`src/rtl/hu_sysarray_arb_pkg.sv`:
```
// Shared AXI widths, response codes and arbiter state type for the systolic-array
// read/write arbiters.
package hu_sysarray_arb_pkg;

  localparam int unsigned AXI_ADDR_W = 32;
  localparam int unsigned AXI_DATA_W = 64;
  localparam int unsigned AXI_ID_W   = 10;
  localparam int unsigned AXI_LEN_W  = 8;

  typedef enum logic [1:0] {
    RESP_OKAY   = 2'b00,
    RESP_EXOKAY = 2'b01,
    RESP_SLVERR = 2'b10,
    RESP_DECERR = 2'b11
  } axi_resp_t;

  typedef enum logic {
    IDLE,
    ISSUE
  } arb_state_t;

endpackage

```
`src/rtl/hu_sysarray_rr_arbiter.sv`:
```
// Combinational rotate-priority encoder: grants the first requester found searching
// upward from ptr+1 with wrap-around.
module hu_sysarray_rr_arbiter #(
  parameter int unsigned N  = 3,
  parameter int unsigned IW = (N > 1) ? $clog2(N) : 1
) (
  input  logic [N-1:0]  req,
  input  logic [IW-1:0] ptr,
  output logic [N-1:0]  gnt,
  output logic [IW-1:0] gnt_idx,
  output logic          any
);

  always_comb begin
    gnt     = '0;
    gnt_idx = '0;
    any     = 1'b0;
    for (int unsigned k = 1; k <= N; k++) begin
      for (int unsigned i = 0; i < N; i++) begin
        if (!any && req[i] && (i == ((32'(ptr) + k) % N))) begin
          any     = 1'b1;
          gnt[i]  = 1'b1;
          gnt_idx = IW'(i);
        end
      end
    end
  end

endmodule

```
`src/rtl/hu_sysarray_rd_arb.sv`:
```
// Round-robin AXI read-channel arbiter for the systolic-array fetch engines, with
// per-requester outstanding-burst limits and rid-based R steering.
// Optional AR stall counter: define HU_SYSARRAY_ARB_PERF_EN.
module hu_sysarray_rd_arb
  import hu_sysarray_arb_pkg::*;
#(
  parameter int unsigned NREQ      = 3,
  parameter int unsigned MAX_OUTST = 4,
  parameter int unsigned IDX_W     = $clog2(NREQ)
) (
  input  logic                       clk,
  input  logic                       rst,
  input  logic [NREQ-1:0]            req_ar_valid,
  output logic [NREQ-1:0]            req_ar_ready,
  input  logic [NREQ*AXI_ADDR_W-1:0] req_ar_addr,
  input  logic [NREQ*AXI_LEN_W-1:0]  req_ar_len,
  output logic [NREQ-1:0]            req_r_valid,
  input  logic [NREQ-1:0]            req_r_ready,
  output logic [AXI_DATA_W-1:0]      req_r_data,
  output logic [1:0]                 req_r_resp,
  output logic                       req_r_last,
  output logic                       m_arvalid,
  input  logic                       m_arready,
  output logic [AXI_ID_W-1:0]        m_arid,
  output logic [AXI_ADDR_W-1:0]      m_araddr,
  output logic [AXI_LEN_W-1:0]       m_arlen,
  input  logic                       m_rvalid,
  output logic                       m_rready,
  input  logic [AXI_ID_W-1:0]        m_rid,
  input  logic [AXI_DATA_W-1:0]      m_rdata,
  input  logic [1:0]                 m_rresp,
  input  logic                       m_rlast,
  output logic                       err,
  output logic [31:0]                perf_ar_stall_cnt
);

  localparam int unsigned CNT_W = 4;

  arb_state_t              state_q, state_d;
  logic [IDX_W-1:0]        ptr_q, ar_idx_q;
  logic [AXI_ADDR_W-1:0]   ar_addr_q, sel_addr;
  logic [AXI_LEN_W-1:0]    ar_len_q, sel_len;
  logic [CNT_W-1:0]        cnt_q [NREQ];
  logic [CNT_W-1:0]        cnt_d [NREQ];
  logic                    err_q, err_d;
  logic [NREQ-1:0]         eligible, gnt;
  logic [IDX_W-1:0]        gnt_idx;
  logic                    gnt_any;
  logic [IDX_W-1:0]        r_idx;
  logic                    beat_ok, sel_rready, ar_fire, r_fire;

  always_comb begin
    for (int unsigned i = 0; i < NREQ; i++) begin
      eligible[i] = req_ar_valid[i] && (cnt_q[i] != CNT_W'(MAX_OUTST));
    end
  end

  hu_sysarray_rr_arbiter #(
    .N  (NREQ),
    .IW (IDX_W)
  ) u_rr (
    .req     (eligible),
    .ptr     (ptr_q),
    .gnt     (gnt),
    .gnt_idx (gnt_idx),
    .any     (gnt_any)
  );

  always_comb begin
    sel_addr = '0;
    sel_len  = '0;
    for (int unsigned i = 0; i < NREQ; i++) begin
      if (gnt[i]) begin
        sel_addr = req_ar_addr[i*AXI_ADDR_W +: AXI_ADDR_W];
        sel_len  = req_ar_len[i*AXI_LEN_W +: AXI_LEN_W];
      end
    end
  end

  always_ff @(posedge clk or posedge rst) begin
    if (rst) state_q <= IDLE;
    else     state_q <= state_d;
  end

  always_comb begin
    state_d = state_q;
    unique case (state_q)
      IDLE:    if (gnt_any) state_d = ISSUE;
      ISSUE:   if (m_arready) state_d = IDLE;
      default: state_d = IDLE;
    endcase
  end

  always_comb begin
    req_ar_ready = '0;
    m_arvalid    = 1'b0;
    if (state_q == IDLE) req_ar_ready = gnt;
    else                 m_arvalid    = 1'b1;
  end

  always_ff @(posedge clk or posedge rst) begin
    if (rst) begin
      ptr_q     <= '0;
      ar_idx_q  <= '0;
      ar_addr_q <= '0;
      ar_len_q  <= '0;
    end else if (state_q == IDLE && gnt_any) begin
      ptr_q     <= gnt_idx;
      ar_idx_q  <= gnt_idx;
      ar_addr_q <= sel_addr;
      ar_len_q  <= sel_len;
    end
  end

  assign m_arid   = {{(AXI_ID_W-IDX_W){1'b0}}, ar_idx_q};
  assign m_araddr = ar_addr_q;
  assign m_arlen  = ar_len_q;

  // A beat is only steered when its id maps to a requester with a burst in flight;
  // anything else is drained so a stray id can never wedge the R channel.
  assign r_idx = m_rid[IDX_W-1:0];

  always_comb begin
    beat_ok    = 1'b0;
    sel_rready = 1'b0;
    for (int unsigned i = 0; i < NREQ; i++) begin
      if ((m_rid[AXI_ID_W-1:IDX_W] == '0) && (r_idx == IDX_W'(i)) && (cnt_q[i] != '0)) begin
        beat_ok    = 1'b1;
        sel_rready = req_r_ready[i];
      end
    end
    m_rready = beat_ok ? sel_rready : 1'b1;
    for (int unsigned i = 0; i < NREQ; i++) begin
      req_r_valid[i] = beat_ok && m_rvalid && (r_idx == IDX_W'(i));
    end
  end

  assign req_r_data = m_rdata;
  assign req_r_resp = m_rresp;
  assign req_r_last = m_rlast;

  assign ar_fire = (state_q == ISSUE) && m_arready;
  assign r_fire  = m_rvalid && m_rready;
  assign err_d   = err_q || (r_fire && !beat_ok);

  always_comb begin
    for (int unsigned i = 0; i < NREQ; i++) begin
      cnt_d[i] = cnt_q[i];
      if (ar_fire && (ar_idx_q == IDX_W'(i)) && !(r_fire && beat_ok && m_rlast && (r_idx == IDX_W'(i))))
        cnt_d[i] = cnt_q[i] + 1'b1;
      else if (!(ar_fire && (ar_idx_q == IDX_W'(i))) && r_fire && beat_ok && m_rlast && (r_idx == IDX_W'(i)))
        cnt_d[i] = cnt_q[i] - 1'b1;
    end
  end

  always_ff @(posedge clk or posedge rst) begin
    if (rst) begin
      err_q <= 1'b0;
      for (int unsigned i = 0; i < NREQ; i++) cnt_q[i] <= '0;
    end else begin
      err_q <= err_d;
      for (int unsigned i = 0; i < NREQ; i++) cnt_q[i] <= cnt_d[i];
    end
  end

  assign err = err_q;

`ifdef HU_SYSARRAY_ARB_PERF_EN
  logic [31:0] stall_q;

  always_ff @(posedge clk or posedge rst) begin
    if (rst)                                            stall_q <= '0;
    else if (m_arvalid && !m_arready && stall_q != '1)  stall_q <= stall_q + 32'd1;
  end

  assign perf_ar_stall_cnt = stall_q;
`else
  assign perf_ar_stall_cnt = '0;
`endif

endmodule

```
`config.mk`:
```
export PLATFORM = sky130hd
export DESIGN_NAME = hu_sysarray_rd_arb
export DESIGN_NICKNAME = d
export VERILOG_FILES = /design/src/rtl/hu_sysarray_arb_pkg.sv /design/src/rtl/hu_sysarray_rr_arbiter.sv /design/src/rtl/hu_sysarray_rd_arb.sv
export SDC_FILE = /design/constraint.sdc
export NUM_CORES = 1
export LEC_CHECK = 0
export ABC_AREA = 1
export BUFFER_PORTS_ARGS = -buffer_cell sky130_fd_sc_hd__buf_4
export CAP_MARGIN = 40
export CORE_AREA = 2 2 143 145
export CTS_CLUSTER_DIAMETER = 150
export CTS_CLUSTER_SIZE = 20
export DETAILED_ROUTE_END_ITERATION = 7
export DIE_AREA = 0 0 145 147
export GPL_ROUTABILITY_DRIVEN = 1
export SETUP_SLACK_MARGIN = 0.05
export SLEW_MARGIN = 20
export SYNTH_ARGS = -nofsm -noshare
export SYNTH_HDL_FRONTEND = slang
export SYNTH_HIERARCHICAL = 1
export SYNTH_SLANG_ARGS = --single-unit
```
`constraint.sdc`:
```
create_clock -name clk -period 6.4 [get_ports clk]
set_input_delay 1.28 -clock clk [delete_from_list [all_inputs] [get_ports clk]]
set_output_delay 1.28 -clock clk [all_outputs]
set_load 0.01 [all_outputs]
```
==> run_results.csv <==
group,metric,value,unit
sta,fmax,227,MHz
sta,max-slew-margin-rel,61.3,%
die,io_pins,365,
layout,fillers,2189,
synthesis,syn_area_per_cell,7.13,um2
clock_network,clock_sinks,56,
sta,worst_slew_pin_slew,0.579,ns
layout,final_cell_mix,"buf_4, nand2_1, a21oi_1, dfrtp_1, o21ai_0",
die,rows,52,
sta,finalWorstSetupSlack,2.00,ns
die,die_w,145,um
power,ir_drop,0.143,mV
synthesis,ys_ff_latch,56,
setup_path,cp_common_cell,"buf_4",
grt,gr-usage-met2,19.3,%
grt,grt_use_met3,4.32,%
outcome,status,"finished clean",
placed_design,hpwl,9890,um
placed_design,io_buffers,192,
detailed_routing,drt_iter0_markers,161,
sta,finalCritPeriodShare,68.8,%
setup_path,start_kind,"input port",
clock_network,clk_latency,0.30,ns
detailed_routing,drt_wl_total,12900,um
die,die-area,21300,um2
clock_network,postCtsHoldBufs,0,
synthesis,netlist_top_cells_area,"dfrtp_1, buf_4, nand2_1",
synthesis,ys_warn_count,6,
detailed_routing,avgRoutedWirePerCell,12.9,um
grt,antenna_found_initial,0,
grt,grt_pass1_vias,3852,
grt,met1_usage,14.4,%
layout,final_cells,999,
die,core,19800,um2
grt,grt_max_degree,57,
placed_design,pre_cts_slack,2.00,ns
setup_path,endpoint_kind,"output port",
sta,tns,0,ns
setup_path,cpPeakStageDelay,0.42,ns
grt,grt_pass1_wl,20200,um
setup_path,crit_family,"simple AND/OR/NAND/NOR gates",
setup_path,critPathKind,"in -> out",
placed_design,finalWeightedCongestion,0.777,
clock_network,clockRootBuffer,"clkbuf_16",
clock_network,post_cts_buffers,0,
power,power_density,439,nW/um2
setup_path,cp.required,5.12,ns
sta,finalSetupViolCount,0,
synthesis,ys_seq_area_share,31.9,%
detailed_routing,viasPerCell,4.10,
detailed_routing,firstDrtPassIters,4,
synthesis,syn_inst,616,
clock_network,path_clk_slew,0.08,ns
grt,overflow,0,
grt,top_usage_layer,"met2",
sta,fin_crit,4.40,ns
setup_path,crit_arrival,3.12,ns
synthesis,synth_area,4390,um2
sta,maxSlewViolCount,0,
power,leakagePower,2.96,nW
layout,syn_to_final_growth,29.6,%
die,initial_core_util,22.1,%
setup_path,cp_slowest_cell,"buf_4",
grt,track_usage,11.9,%
detailed_routing,vias,4096,
worst_hold_path,hold_class,"reg -> reg",
clock_network,cts_buffers,5,
layout,final_layout_size_suffix_gt1_share,31.8,%
setup_path,timing.critical_path.buf_inv,5,
job,maxCapViolations,0,
clock_network,cts_tree,"done",
clock_network,cts_htree_levels,2,
clock_network,cts_resized,0,
setup_path,crit_chain,"buf_4 > inv_1 > a31oi_1 > nand2_1 > nand2_2 > nor2_4 > nand4_2 > nor2_2 > nand3_1 > nand2_2 > buf_4 > inv_1 > nor2_1 > buf_4",
sta,hold_viol_final,0,
layout,final_common_cell,"buf_4",
layout,nNetsFinal,946,
die,die_h,147,um
layout,insertedDiodeCount,0,
setup_path,worstPathMaxFanout,41,
sta,rsz0062_at_grt,"false",
setup_path,ff2ff_setup_slack,3.27,ns
placed_design,dp.cells,990,
detailed_routing,ant_nets,0,
detailed_routing,drcViolationCount,0,
synthesis,yosys.area.top_type_share,31.9,%
clock_network,clockBufferDepth,2,
synthesis,synth_cell_types,33,
synthesis,yosys.area.top_type,"dfrtp_1",
power,total_power,0.00250,W
sta,finClkSkew,0.00369,ns
-- worst paths after layout --
path,start,cells after the start,endpoint
hold / removal,m_araddr[0]$_DFFE_PP0P_,2,m_araddr[0]$_DFFE_PP0P_
setup reg to reg,cnt_q[4]$_DFFE_PP0P_,13,m_araddr[22]$_DFFE_PP0P_
max in group asynchronous,rst,4,m_araddr[9]$_DFFE_PP0P_
hold reg to reg,m_araddr[0]$_DFFE_PP0P_,2,m_araddr[0]$_DFFE_PP0P_
min in group asynchronous,rst,3,cnt_q[10]$_DFFE_PP0P_
setup / recovery,req_ar_valid[1],14,req_ar_ready[2]
-- worst min-delay path, delay by kind of cell (launching register included) --
kind,cells,cell delay [ns]
flops,1,0.35
simple gates,2,0.10
-- per-stage QoR --
| step | hold slack, ns | utilization (%) | instance area [um2] |
|---|---|---|---|
| 2_1_floorplan | 0.513 | - | 4540 |
| 3_3_place_gp | 0.465 | 27.5 | 5470 |
| 3_5_place_dp | 0.466 | 27.8 | 5520 |
| 4_1_cts | 0.488 | 28.6 | 5670 |
| 5_1_grt | 0.510 | 28.7 | 5690 |
| 6_report | 0.482 | 28.7 | 5690 |
-- Yosys cell counts (all sizes together) --
cell type and count:
nand3 17, nor3 2, o21ai 43, clkbuf 26, fa 3, a31oi 5
o21bai 1, xnor2 2, buf 108, o22ai 1, dfrtp 56, nand4 7
a41oi 1, ha 8, a21o 2, nor2 25, inv 35, conb 1
nand2 182, xor2 4, a21oi 87
-- flip-flops by register name, indices dropped and copies added (netlist names) --
| name | cells |
|---|---|
| ar_idx_q | 2 |
| cnt_q | 12 |
| err | 1 |
| m_araddr | 32 |
| m_arlen | 8 |
| state_q | 1 |
-- metal layers --
metal,part of all wire (%),wire length [um]
met3,9.1,1180
met1,42,5410
met2,47,6060
met4,2.2,284
met5,0,0
-- cells by family after synthesis --
| group | synth area share (%) |
|---|---|
| AOI/OAI and AO/OA | 16.5 |
| xor gates and xnor gates | 1.20 |
| adders and majority gates | 3.65 |
| buffers and inverters | 23.6 |
| DFF | 31.9 |
| other | 0.0854 |
| and+or+nand+nor | 23.1 |
-- cell type report --
| cell class | instances | area (um2) | area share [%] |
|---|---|---|---|
| clock buffers | 5 | 125 | 2.20 |
| clock inverters | 3 | 26.3 | 0.462 |
| inverters | 35 | 131 | 2.31 |
| multi-input cells | 430 | 2120 | 37.2 |
| flip-flops and latches | 56 | 1400 | 24.6 |
| well taps | 270 | 338 | 5.93 |
| repair buffers | 200 | 1550 | 27.3 |
-- report_power, final --
group | leakage [nW] | internal, W | total [W] | switching (W)
combinational | 2.19 | 0.000626 | 0.00156 | 0.000930
sequential | 0.697 | 0.000520 | 0.000645 | 0.000125
clock | 0.0748 | 0.000149 | 0.000295 | 0.000146
Power figures use the tool's default switching activity.
